`src/rtl/adder_8bit_lf.sv`:
```
// 8-bit Ladner-Fischer prefix adder with carry-in/out, plus a registered copy of the result.
// Combinational S/Cout settle with no clock; SUM_R/COUT_R follow one clk later.
// No handshake: registers load every cycle, rst clears them synchronously.
module adder_8bit_lf (
    input  logic       clk,
    input  logic       rst,
    input  logic       A1,
    input  logic       A2,
    input  logic       A3,
    input  logic       A4,
    input  logic       A5,
    input  logic       A6,
    input  logic       A7,
    input  logic       A8,
    input  logic       B1,
    input  logic       B2,
    input  logic       B3,
    input  logic       B4,
    input  logic       B5,
    input  logic       B6,
    input  logic       B7,
    input  logic       B8,
    input  logic       Cin,
    output logic       S1,
    output logic       S2,
    output logic       S3,
    output logic       S4,
    output logic       S5,
    output logic       S6,
    output logic       S7,
    output logic       S8,
    output logic       Cout,
    output logic [7:0] SUM_R,
    output logic       COUT_R
);

    logic [7:0] a;
    logic [7:0] b;
    logic [7:0] g;
    logic [7:0] p;
    logic [8:0] c;
    logic [7:0] s;

    assign a = {A8, A7, A6, A5, A4, A3, A2, A1};
    assign b = {B8, B7, B6, B5, B4, B3, B2, B1};

    // Bit-level generate/propagate.
    assign g = a & b;
    assign p = a ^ b;

    // Cin is folded into bit 0, so every span that reaches bit 0 only needs its G term.
    logic g0;
    assign g0 = g[0] | (p[0] & Cin);

    // Level 1: pairwise spans [1:0], [3:2], [5:4], [7:6].
    logic g1_0;
    logic g3_2, p3_2;
    logic g5_4, p5_4;
    logic g7_6, p7_6;
    assign g1_0 = g[1] | (p[1] & g0);
    assign g3_2 = g[3] | (p[3] & g[2]);
    assign p3_2 = p[3] & p[2];
    assign g5_4 = g[5] | (p[5] & g[4]);
    assign p5_4 = p[5] & p[4];
    assign g7_6 = g[7] | (p[7] & g[6]);
    assign p7_6 = p[7] & p[6];

    // Level 2: spans [2:0], [3:0], [6:4], [7:4]; [1:0] and [5:4] fan out.
    logic g2_0;
    logic g3_0;
    logic g6_4, p6_4;
    logic g7_4, p7_4;
    assign g2_0 = g[2] | (p[2] & g1_0);
    assign g3_0 = g3_2 | (p3_2 & g1_0);
    assign g6_4 = g[6] | (p[6] & g5_4);
    assign p6_4 = p[6] & p5_4;
    assign g7_4 = g7_6 | (p7_6 & g5_4);
    assign p7_4 = p7_6 & p5_4;

    // Level 3: spans [4:0], [5:0], [6:0], [7:0]; [3:0] fans out to all four.
    logic g4_0;
    logic g5_0;
    logic g6_0;
    logic g7_0;
    assign g4_0 = g[4] | (p[4] & g3_0);
    assign g5_0 = g5_4 | (p5_4 & g3_0);
    assign g6_0 = g6_4 | (p6_4 & g3_0);
    assign g7_0 = g7_4 | (p7_4 & g3_0);

    // Carry into each bit is the prefix generate of everything below it.
    assign c = {g7_0, g6_0, g5_0, g4_0, g3_0, g2_0, g1_0, g0, Cin};
    assign s = p ^ c[7:0];

    assign S1   = s[0];
    assign S2   = s[1];
    assign S3   = s[2];
    assign S4   = s[3];
    assign S5   = s[4];
    assign S6   = s[5];
    assign S7   = s[6];
    assign S8   = s[7];
    assign Cout = c[8];

    // Registered copy of the live result for clocked consumers; rst clears it.
    always_ff @(posedge clk) begin
        if (rst) begin
            SUM_R  <= 8'h00;
            COUT_R <= 1'b0;
        end else begin
            SUM_R  <= s;
            COUT_R <= c[8];
        end
    end

endmodule

```
`config.mk`:
```
export PLATFORM = sky130hd
export DESIGN_NAME = adder_8bit_lf
export DESIGN_NICKNAME = d
export VERILOG_FILES = /design/src/rtl/adder_8bit_lf.sv
export SDC_FILE = /design/constraint.sdc
export NUM_CORES = 1
export LEC_CHECK = 0
export CAP_MARGIN = 40
export CORE_MARGIN = 2
export CORE_UTILIZATION = 34
export CTS_CLUSTER_DIAMETER = 100
export DETAILED_ROUTE_END_ITERATION = 12
export HOLD_SLACK_MARGIN = 0.12
export PLACE_DENSITY = 0.81
export SYNTH_ARGS = -nofsm -noshare
export SYNTH_HDL_FRONTEND = slang
export SYNTH_SLANG_ARGS = --single-unit
```
`constraint.sdc`:
```
create_clock -name clk -period 2.01 [get_ports clk]
set_input_delay 0.3015 -clock clk [delete_from_list [all_inputs] [get_ports clk]]
set_output_delay 0.3015 -clock clk [all_outputs]
set_load 0.02 [all_outputs]
```
# Word level (Yosys, flattened, before mapping)
# Cells that the tools add are included.
[op_classes] bitwise_logic=34
[ops] cell="$and A1 B1 Y1" count=18
[ops] cell="$xor A8 B8 Y8" count=2
[ops] cell="$or A1 B1 Y1" count=13
[ops] cell="$and A8 B8 Y8" count=1
[totals] inputBits=19 ff_bits=9 word_cells=36

# Depth between registers and ports, before layout
[depth] depth_word=10 depth_mapped=9

# Worst setup path after synthesis
# No wires, ideal clock.
[synth_path] path_type="input to output" startpoint="input A1" endpoint="output S6" cell_stages=8 path_buffers=0 arrival_ps=2108 t_required_ps=1709 path_slack_ps=-399 path_cell_list="inv_1 > fa_1 > inv_1 > fa_1 > a21o_1 > a21o_2 > fa_1 > xor2_1"
[synth_via] elab_chain_cells=10
[synth_rtl] item="start: declaration" line="7" text="input logic A1,"
[synth_rtl] item="$xor A8 B8 Y8" line="49" text="assign p = a ^ b;"
[synth_rtl] item="$and A1 B1 Y1" line="53" text="assign g0 = g[0] | (p[0] & Cin);"
[synth_rtl] item="$or A1 B1 Y1 *" line="53"
[synth_rtl] item="$and A1 B1 Y1 *" line="60" text="assign g1_0 = g[1] | (p[1] & g0);"
[synth_rtl] item="$or A1 B1 Y1 *" line="60"
[synth_rtl] item="$and A1 B1 Y1 *" line="74" text="assign g3_0 = g3_2 | (p3_2 & g1_0);"
[synth_rtl] item="$or A1 B1 Y1 *" line="74"
[synth_rtl] item="$and A1 B1 Y1 *" line="85" text="assign g4_0 = g[4] | (p[4] & g3_0);"
[synth_rtl] item="$or A1 B1 Y1 *" line="85"
[synth_rtl] item="$xor A8 B8 Y8 *" line="92" text="assign s = p ^ c[7:0];"
[synth_rtl] item="end: declaration" line="29" text="output logic S6,"
# Every way passes the cells marked *; elsewhere a longest branch is shown, timed or not.

# Final worst setup path
# Ends and elaborated chain as after synthesis.

==> run_results.csv <==
group,metric,value,unit
routing,drc_errors,0,
power,intPower,531,uW
cts,clock_path_buffers,2,
routing,drt-pass1-iter-count,4,
global_routing,grtUsageMet3,2.96,%
sta,timing.fmax,426,MHz
critical_path,path_class,"in -> out",
cts,cts_tree,"done",
power,power.share.combinational,57.3,%
cts,cts_buffers,3,
sta,grt_setup_unrepaired,"yes",
power,power.density,626,nW/um^2
floorplan,core,1780,sq um
critical_path,crit_end,"S6",
synth,synthCells,70,
sta,min_period,2340,ps
critical_path,arrival,2040,ps
sta,maxSlewViolCount,0,
routing,ant_nets,0,
routing,first_iter_violations,12,
global_routing,grt.met1_usage,22.5,%
critical_path,worstSetupStartpointType,"input pin",
sta,setup_ws,-335,ps
synth,synth.net_count,99,
synth,synth_area_leaders,"dfxtp_1, fa_1, ha_1",
power,power.switching,296,uW
routing,dr_total_vias,759,
cts,postCtsHoldBufs,0,
placement,place_area,1240,sq um
critical_path,end_kind,"output port",
global_routing,overflow,0,
critical_path,worstPathRequired,1710,ps
sta,tns,-1820,ps
power,max-vdd-ir-drop,0.000321,V
cts,clock_sinks,9,
finish,syn_to_final_growth,98.9,%
sta,holdWs,471,ps
finish,drive_gt1_share,41.9,%
global_routing,grt_usage,19.8,%
routing,wire_per_inst,13.2,um
floorplan,ios,37,
routing,via_per_inst,4.93,
routing,wirelength,2040,um
critical_path,critical_path.startpoint,"A1",
finish,diodes,0,
synth,netlist.area_leader.share,27.1,%
floorplan,die_area,2320,sq um
sta,fin_crit_sh,117,%
status,outcome,"finished, violations left",
global_routing,grt_util_met2,37.4,%
global_routing,globalRoute.busiestLayer,"met2",
floorplan,initial_core_util,37.3,%
flow_run,drv_cap,0,
worst_hold_path,hold_path_class,"in -> reg",
power,sequentialPowerShare,25.2,%
sta,worst_slew_pin_slew,343,ps
synth,yosys_warnings,0,
sta,hold_viol_final,0,
placement,port_buffers,36,
power,total_power,827,uW
finish,nNetsFinal,159,
cts,cts.clk_slew.worst_paths,60,ps
cts,h-tree-depth,1,
critical_path,cp_max_fo,2,
synth,synth_seq_cells,9,
synth,yosysSeqAreaShare,27.1,%
finish,final_cell_mix,"clkdlybuf4s50_1, buf_4, buf_6",
power,clockPowerShare,17.5,%
finish,postLayoutCellArea,1320,sq um
cts,cts-root-buf,"clkbuf_4",
synth,synth.distinct_cells,24,
power,p_leak,0.610,nW
global_routing,grt_pass1_wl,3190,um
sta,max_slew_margin,77.1,%
synth,synth_area_leader_cell,"dfxtp_1",
finish,final_common_cell,"clkdlybuf4s50_1",
floorplan,num_rows,15,
global_routing,grt_max_degree,7,
global_routing,grt_antenna_before_repair,0,
global_routing,grt_pass1_vias,747,
power,switching_share,35.8,%
floorplan,die_w,48.2,um
synth,synth_area,664,sq um
placement,post-dp-hpwl,1670,um
status,violations,"setup timing",
floorplan,fp.dieH,48.2,um
sta,setup_viol,8,
synth,syn_area_per_cell,9.49,sq um
placement,place_congestion,0.732,
## synthesized netlist by cell type
master and number:
inv_1 11, o21a_1 1, a21oi_4 1, a221oi_1 2, a21o_1 1, dfxtp_1 9, o211a_1 1, xnor2_1 2
fa_1 4, xor2_1 1, mux2_4 1, buf_6 1, nor2_1 6, a211oi_1 2, ha_1 6, and2_1 2
o211ai_1 2, a211o_1 1, nor3b_1 2, a21o_2 2, a21oi_1 2, o2111ai_1 1, nor2b_1 5, nand3_1 4
## routing by layer
metal  up-vias  share of wire [%]  wire length [um]
met1       347                 38               766
met2        45                 53              1080
met5         -                  0                 0
met4         0                1.8                36
li1        357                  -                 -
met3        10                7.5               152
## registers in the layout, indices dropped and copies added (netlist names)
register / flops
COUT_R: 1
SUM_R: 8
## stage by stage
step,std cells,util (%),setup WS [ps]
CTS,155,72.5,-437
global placement,149,69.5,-1290
finish,154,74.1,-335
global route,154,74.1,-403
floorplan,70,-,-137
detailed placement,149,69.5,-1330
## area by class of cell
cell class              instances  area [sq um]
fillers                       128           462
flip-flops and latches          9           180
repair buffers                 56           528
well taps                      25          31.3
clock buffers                   4          26.3
multi-input cells              49           497
inverters                      11          58.8
## repair_timing
| action | in CTS | in global routing |
|---|---|---|
| pin swaps | 8 | 9 |
| setup buffers | 2 | 0 |
| cloned | 0 | 0 |
| endpoints found under the setup margin | 16 | 9 |
| hold endpoints to repair | 0 | 0 |
| resized for setup | 69 | 8 |
## cells by family (layout without fill, tap and decap cells)
group | count (synthesis) | after routing | share of synthesized area, %
AOI/OAI and AO/OA | 16 | 16 | 20.2
xor gates and xnor gates | 3 | 3 | 3.96
adders and majority gates | 10 | 10 | 23.4
buffers and inverters | 12 | 71 | 7.91
DFF | 9 | 9 | 27.1
muxes | 1 | 1 | 2.26
and+or+nand+nor | 19 | 19 | 15.3
## power groups by stage
stage	Sequential, mW	Combinational [mW]	Clock (mW)
finish	0.209	0.474	0.144
global route	0.210	0.509	0.154
CTS	0.209	0.462	0.141
detailed placement	0.213	0.447	0
global placement	0.210	0.434	0
floorplan	0.240	0.198	0
## worst min path at each step
stage | depth (start not counted) | from | slack (ps) | end
6_report | 4 | Cin | 470 | SUM_R[0]$_SDFF_PP0_
3_5_place_dp | 2 | rst | 1000 | SUM_R[4]$_SDFF_PP0_
3_3_place_gp | 2 | rst | 1040 | SUM_R[4]$_SDFF_PP0_
5_1_grt | 4 | B1 | 490 | SUM_R[0]$_SDFF_PP0_
4_1_cts | 4 | B1 | 480 | SUM_R[0]$_SDFF_PP0_
2_1_floorplan | 2 | rst | 490 | SUM_R[0]$_SDFF_PP0_
## critical path, cell delays in order
cell	delay (ps)
buf_8	110
inv_12	40
fa_2	190
inv_2	40
fa_2	340
a21o_1	170
a21o_2	190
fa_2	370
xor2_4	170
buf_6	130
No activity file was read; power rests on OpenSTA's default activity.
